<file path="src/rtl/axi_pkg.sv">
// Shared types and constants for the AXI4-Lite to BRAM port controller.
package axi_pkg;

  typedef enum logic [1:0] {
    IDLE,
    WRESP,
    RWAIT,
    RDATA
  } state_t;

  typedef enum logic {
    READ,
    WRITE
  } grant_t;

  localparam logic [1:0] AXI_RESP_OKAY   = 2'b00;
  localparam logic [1:0] AXI_RESP_SLVERR = 2'b10;
  localparam logic [1:0] AXI_RESP_DECERR = 2'b11;

endpackage

</file>
<file path="src/rtl/axi_bram_ctrl.sv">
// AXI4-Lite slave driving one port of a dual-port RAM; one transaction in
// flight, read/write arbitration alternates on ties.
module axi_bram_ctrl
  import axi_pkg::*;
#(
  parameter int ADDR_WIDTH = 16,
  parameter int LATENCY    = 1
) (
  input  logic                  clk,
  input  logic                  reset,
  input  logic [ADDR_WIDTH-1:0] s_axi_awaddr,
  input  logic [2:0]            s_axi_awprot,
  input  logic                  s_axi_awvalid,
  output logic                  s_axi_awready,
  input  logic [31:0]           s_axi_wdata,
  input  logic [3:0]            s_axi_wstrb,
  input  logic                  s_axi_wvalid,
  output logic                  s_axi_wready,
  output logic [1:0]            s_axi_bresp,
  output logic                  s_axi_bvalid,
  input  logic                  s_axi_bready,
  input  logic [ADDR_WIDTH-1:0] s_axi_araddr,
  input  logic [2:0]            s_axi_arprot,
  input  logic                  s_axi_arvalid,
  output logic                  s_axi_arready,
  output logic [31:0]           s_axi_rdata,
  output logic [1:0]            s_axi_rresp,
  output logic                  s_axi_rvalid,
  input  logic                  s_axi_rready,
  output logic                  bram_en,
  output logic [3:0]            bram_we,
  output logic [ADDR_WIDTH-3:0] bram_addr,
  output logic [31:0]           bram_wrdata,
  input  logic [31:0]           bram_rddata
);

  localparam int CNT_W = $clog2(LATENCY + 1);

  state_t            state_reg, state_next;
  grant_t            last_grant_reg, last_grant_next;
  logic [CNT_W-1:0]  cnt_reg, cnt_next;
  logic [31:0]       rdata_reg, rdata_next;

  logic wr_elig, rd_elig, grant_wr, grant_rd;

  // Protection bits and byte-lane address bits carry no meaning for a word RAM.
  logic unused_inputs;
  assign unused_inputs = ^{s_axi_awprot, s_axi_arprot, s_axi_awaddr[1:0], s_axi_araddr[1:0]};

  assign wr_elig  = s_axi_awvalid && s_axi_wvalid;
  assign rd_elig  = s_axi_arvalid;
  assign grant_wr = (state_reg == IDLE) && wr_elig && (!rd_elig || last_grant_reg == READ);
  assign grant_rd = (state_reg == IDLE) && rd_elig && (!wr_elig || last_grant_reg == WRITE);

  always_ff @(posedge clk) begin
    if (reset) begin
      state_reg      <= IDLE;
      last_grant_reg <= READ;
      cnt_reg        <= '0;
      rdata_reg      <= '0;
    end else begin
      state_reg      <= state_next;
      last_grant_reg <= last_grant_next;
      cnt_reg        <= cnt_next;
      rdata_reg      <= rdata_next;
    end
  end

  always_comb begin
    state_next      = state_reg;
    last_grant_next = last_grant_reg;
    cnt_next        = cnt_reg;
    rdata_next      = rdata_reg;
    s_axi_awready   = 1'b0;
    s_axi_wready    = 1'b0;
    s_axi_arready   = 1'b0;
    bram_en         = 1'b0;
    bram_we         = 4'b0000;
    bram_addr       = s_axi_awaddr[ADDR_WIDTH-1:2];
    bram_wrdata     = s_axi_wdata;

    case (state_reg)
      IDLE: begin
        if (grant_wr) begin
          s_axi_awready   = 1'b1;
          s_axi_wready    = 1'b1;
          bram_en         = 1'b1;
          bram_we         = s_axi_wstrb;
          last_grant_next = WRITE;
          state_next      = WRESP;
        end else if (grant_rd) begin
          s_axi_arready   = 1'b1;
          bram_en         = 1'b1;
          bram_addr       = s_axi_araddr[ADDR_WIDTH-1:2];
          cnt_next        = CNT_W'(LATENCY - 1);
          last_grant_next = READ;
          state_next      = RWAIT;
        end
      end
      WRESP: begin
        if (s_axi_bready) state_next = IDLE;
      end
      RWAIT: begin
        // RAM output is valid in the cycle the counter has run down to zero.
        if (cnt_reg == '0) begin
          rdata_next = bram_rddata;
          state_next = RDATA;
        end else begin
          cnt_next = cnt_reg - 1'b1;
        end
      end
      RDATA: begin
        if (s_axi_rready) state_next = IDLE;
      end
      default: state_next = IDLE;
    endcase
  end

  assign s_axi_bvalid = (state_reg == WRESP);
  assign s_axi_rvalid = (state_reg == RDATA);
  assign s_axi_bresp  = AXI_RESP_OKAY;
  assign s_axi_rresp  = AXI_RESP_OKAY;
  assign s_axi_rdata  = rdata_reg;

endmodule

</file>
<file path="config.mk">
export PLATFORM = sky130hd
export DESIGN_NAME = axi_bram_ctrl
export DESIGN_NICKNAME = d
export VERILOG_FILES = /design/src/rtl/axi_pkg.sv /design/src/rtl/axi_bram_ctrl.sv
export SDC_FILE = /design/constraint.sdc
export NUM_CORES = 1
export LEC_CHECK = 0
export BUFFER_PORTS_ARGS = -buffer_cell sky130_fd_sc_hd__clkbuf_2
export CORE_AREA = 2 2 79 81
export DETAILED_ROUTE_END_ITERATION = 10
export DIE_AREA = 0 0 81 83
export PLACE_DENSITY = 0.85
export SLEW_MARGIN = 25
export SYNTH_ARGS = -nofsm -noshare
export SYNTH_HDL_FRONTEND = slang
export SYNTH_SLANG_ARGS = --single-unit
</file>
<file path="constraint.sdc">
create_clock -name clk -period 1.48 [get_ports clk]
set_input_delay 0.148 -clock clk [delete_from_list [all_inputs] [get_ports clk]]
set_output_delay 0.148 -clock clk [all_outputs]
set_load 0.1 [all_outputs]
</file>
==> results.md <==
- Max-cap check violation count: 0
- CP startpoint: last_grant_reg$_SDFFE_PP0P_
- Drt pass-1 iters: 6
- Final core utilization: 48.6%
- Fraction of layout cells with a size suffix above 1: 54.0%
- Area leader, netlist: dfxtp_1
- Max reg flops: 32
- Switching share of power: 45.2%
- Yosys warnings: 0
- Critical path buffers and inverters: 2
- Height of the chip: 83 um
- Most frequent cell after synthesis: nand2_1
- EDFF count, synth: 0
- Synth top area share: 38.5%
- Setup Crit Path Kind: reg -> out
- Int Pwr: 1850 uW
- Initial antenna violation count: 2
- WL per Instance: 12.8 um
- Most frequent CP cell: buf_12
- DR vias: 1,760
- Sequential power share: 30.8%
- HP Start: bram_rddata[3]
- RSZ-0062 raised after global routing: yes
- Starting density of the core: 31.3%
- Min-delay worst type: in -> reg
- Post-DP HPWL: 4150 um
- Post-synthesis sequential area ratio: 38.5%
- Site row count: 28
- Net Switching: 1530 uW
- First-pass GRT wire length: 7940 um
- Area of the die: 0.00672 mm^2
- Syn Inst Count: 222
- Power Density: 1190 mW/mm^2
- Placer Congestion: 0.705
- Tightest Pin Transition: 0.547 ns
- DRT iter0 DRCs: 27
- DRC viols: 0
- Clock Skew: 0.00143 ns
- Die Width: 81 um
- Crit path DAT: 1.58 ns
- Share of flip-flops with an asynchronous set or reset: 0%
- CP Data Required Time: 1.33 ns
- #FFs+latches synth: 35
- Clock Tree Buf Depth: 2
- Max Freq: 580 MHz
- Largest net degree at the start of global routing: 19
- Status: finished with violations
- Clock slew at reported path FFs: 0.07 ns
- Nets@finish: 436
- Tmin final: 1.73 ns
- Final Hold Fails: 0
- Reg2Reg Launch Point: state_reg[1]$_SDFFE_PP0P_
- Root buffer cell: clkbuf_8
- Critical path peak fanout: 10
- Mapped cell area: 0.00182 mm^2
- Synth cell types: 24
- Worst VDD drop: 505 uV
- CTS tree: built
- Slew margin rel.: 63.7%
- Routed vias/inst: 4.40
- Synth Area per Inst: 8.21 um^2
- CTS Buf Count: 5
- Cell family with most CP delay: simple AND/OR/NAND/NOR gates
- Crit-path max cell delay: 0.32 ns
- Total congestion overflow: 0
- Combinational power share: 49.7%
- Clk pwr share: 19.5%
- Max H-tree Level: 2
- CP max stage cell: dfxtp_2
- CP endpoint kind: primary output
- Port bufs: 126
- Setup ws final: -0.246 ns
- Post-Route WL: 5130 um
- Max Transition Viols Final: 0
- Fin cells: 400
- P&R area growth vs syn: 55.2%
- Failing checks: negative setup slack
- Vias in the first global route: 1,740
- Worst skew pair latency: 0.28 ns
- Clock Sinks: 35
- Top cells by area, synth: dfxtp_1 38%, buf_4 15%, nand2_1 14%, a21oi_1 9.1%, mux2_4 6.6%
- Antenna Nets Post-Route: 0
- Number of I/O pins: 205
- Type of origin of the critical path: flop
- Most instantiated cells after synthesis: 68 x nand2_1, 37 x buf_4, 35 x dfxtp_1, 33 x a21oi_1, 8 x mux2_4
- Placed insts: 387
- Core ar.: 0.00582 mm^2
- GRT Total Usage: 15.0%
- Synth Flop Type: dfxtp_1
- CP Cell Sequence: nand3b_1 -> nand3_4 -> buf_12 -> mux2_4 -> buf_12
- # setup viols final: 22
- Leak: 0.00137 uW
- Fin crit share: 117%
[layout by cell type, fill, tap and decap left out, types with 4 or more instances in the layout]
cell type	netlist	final
buf_4	37	12
clkbuf_2	0	102
dfxtp_1	35	32
conb_1	1	4
nand2_1	68	67
buf_12	0	26
and2_4	0	4
clkbuf_8	0	5
mux2_4	8	14
a21oi_1	33	33
[cell type report]
| class | instances | area [um^2] |
|---|---|---|
| clock inverter | 1 | 5.00 |
| timing repair buffer | 140 | 1120 |
| inverter | 3 | 18.8 |
| tap | 75 | 93.8 |
| clock buffer | 7 | 76.3 |
| sequential | 35 | 707 |
| multi-input combinational | 138 | 803 |
| antenna | 1 | 2.50 |
| fill | 542 | 2990 |
[worst register-to-register path, delay by kind of cell (launching register included)]
| family | cells | cell delay [ns] |
|---|---|---|
| buffers and inverters | 2 | 0.38 |
| and+or+nand+nor | 2 | 0.26 |
| DFF | 1 | 0.35 |
| AOI/OAI and AO/OA | 1 | 0.16 |
[per-layer routing]
| metal | vias to the layer above | global-route usage [%] | share of wire (%) |
|---|---|---|---|
| li1 | 874 | - | - |
| met1 | 773 | 13.3 | 33 |
| met2 | 102 | 29.1 | 53 |
| met3 | 9 | 7.17 | 12 |
| met4 | 2 | 3.70 | 1.0 |
| met5 | - | 0 | 0.25 |
[timing repair]
item / in CTS / in global routing
endpoints found under the setup margin: 22 / 22
gates resized for setup: 4 / 4
pin swaps: 1 / 1
setup buffers: 3 / 1
hold buffers: 0 / 0
[power by group through the flow]
stage,clock (uW),combinational [uW],sequential [uW]
floorplan,0,1190,1450
global placement,0,1640,1060
detailed placement,0,1660,1060
CTS,694,1680,1040
global route,734,1740,1050
finish,656,1680,1040
[cell families (layout without fill, tap and decap cells)]
group	after synthesis	count (layout)	share of synthesized area (%)
simple gates	83	83	19.8
compound gates	37	37	10.9
mux	14	14	10.3
other cells	1	5	0.206
buf+inv	52	151	20.3
flops	35	35	38.5
[per-stage QoR]
step	total power (uW)	hold slack (ns)	instance area, um^2	TNS [ns]	setup slack (ns)
detailed placement	2720	0.297	2690	0	0.0188
global placement	2690	0.297	2690	0	0.0320
floorplan	2640	0.284	1860	-0.939	-0.170
CTS	3410	0.0728	2800	-4.49	-0.275
global route	3520	0.0803	2830	-5.53	-0.308
finish	3370	0.0811	2830	-3.82	-0.246
[path summary, 6_finish.rpt]
kind	endpoint	slack, ns	cells past startpoint
setup / recovery	bram_addr[10]	-0.25	5
hold / removal	s_axi_rdata[3]$_SDFFE_PP0P_	0.08	3
setup reg to reg	s_axi_rdata[13]$_SDFFE_PP0P_	0.25	5
hold reg to reg	s_axi_rdata[26]$_SDFFE_PP0P_	0.46	2
No activity file was read; power rests on OpenSTA's default activity.
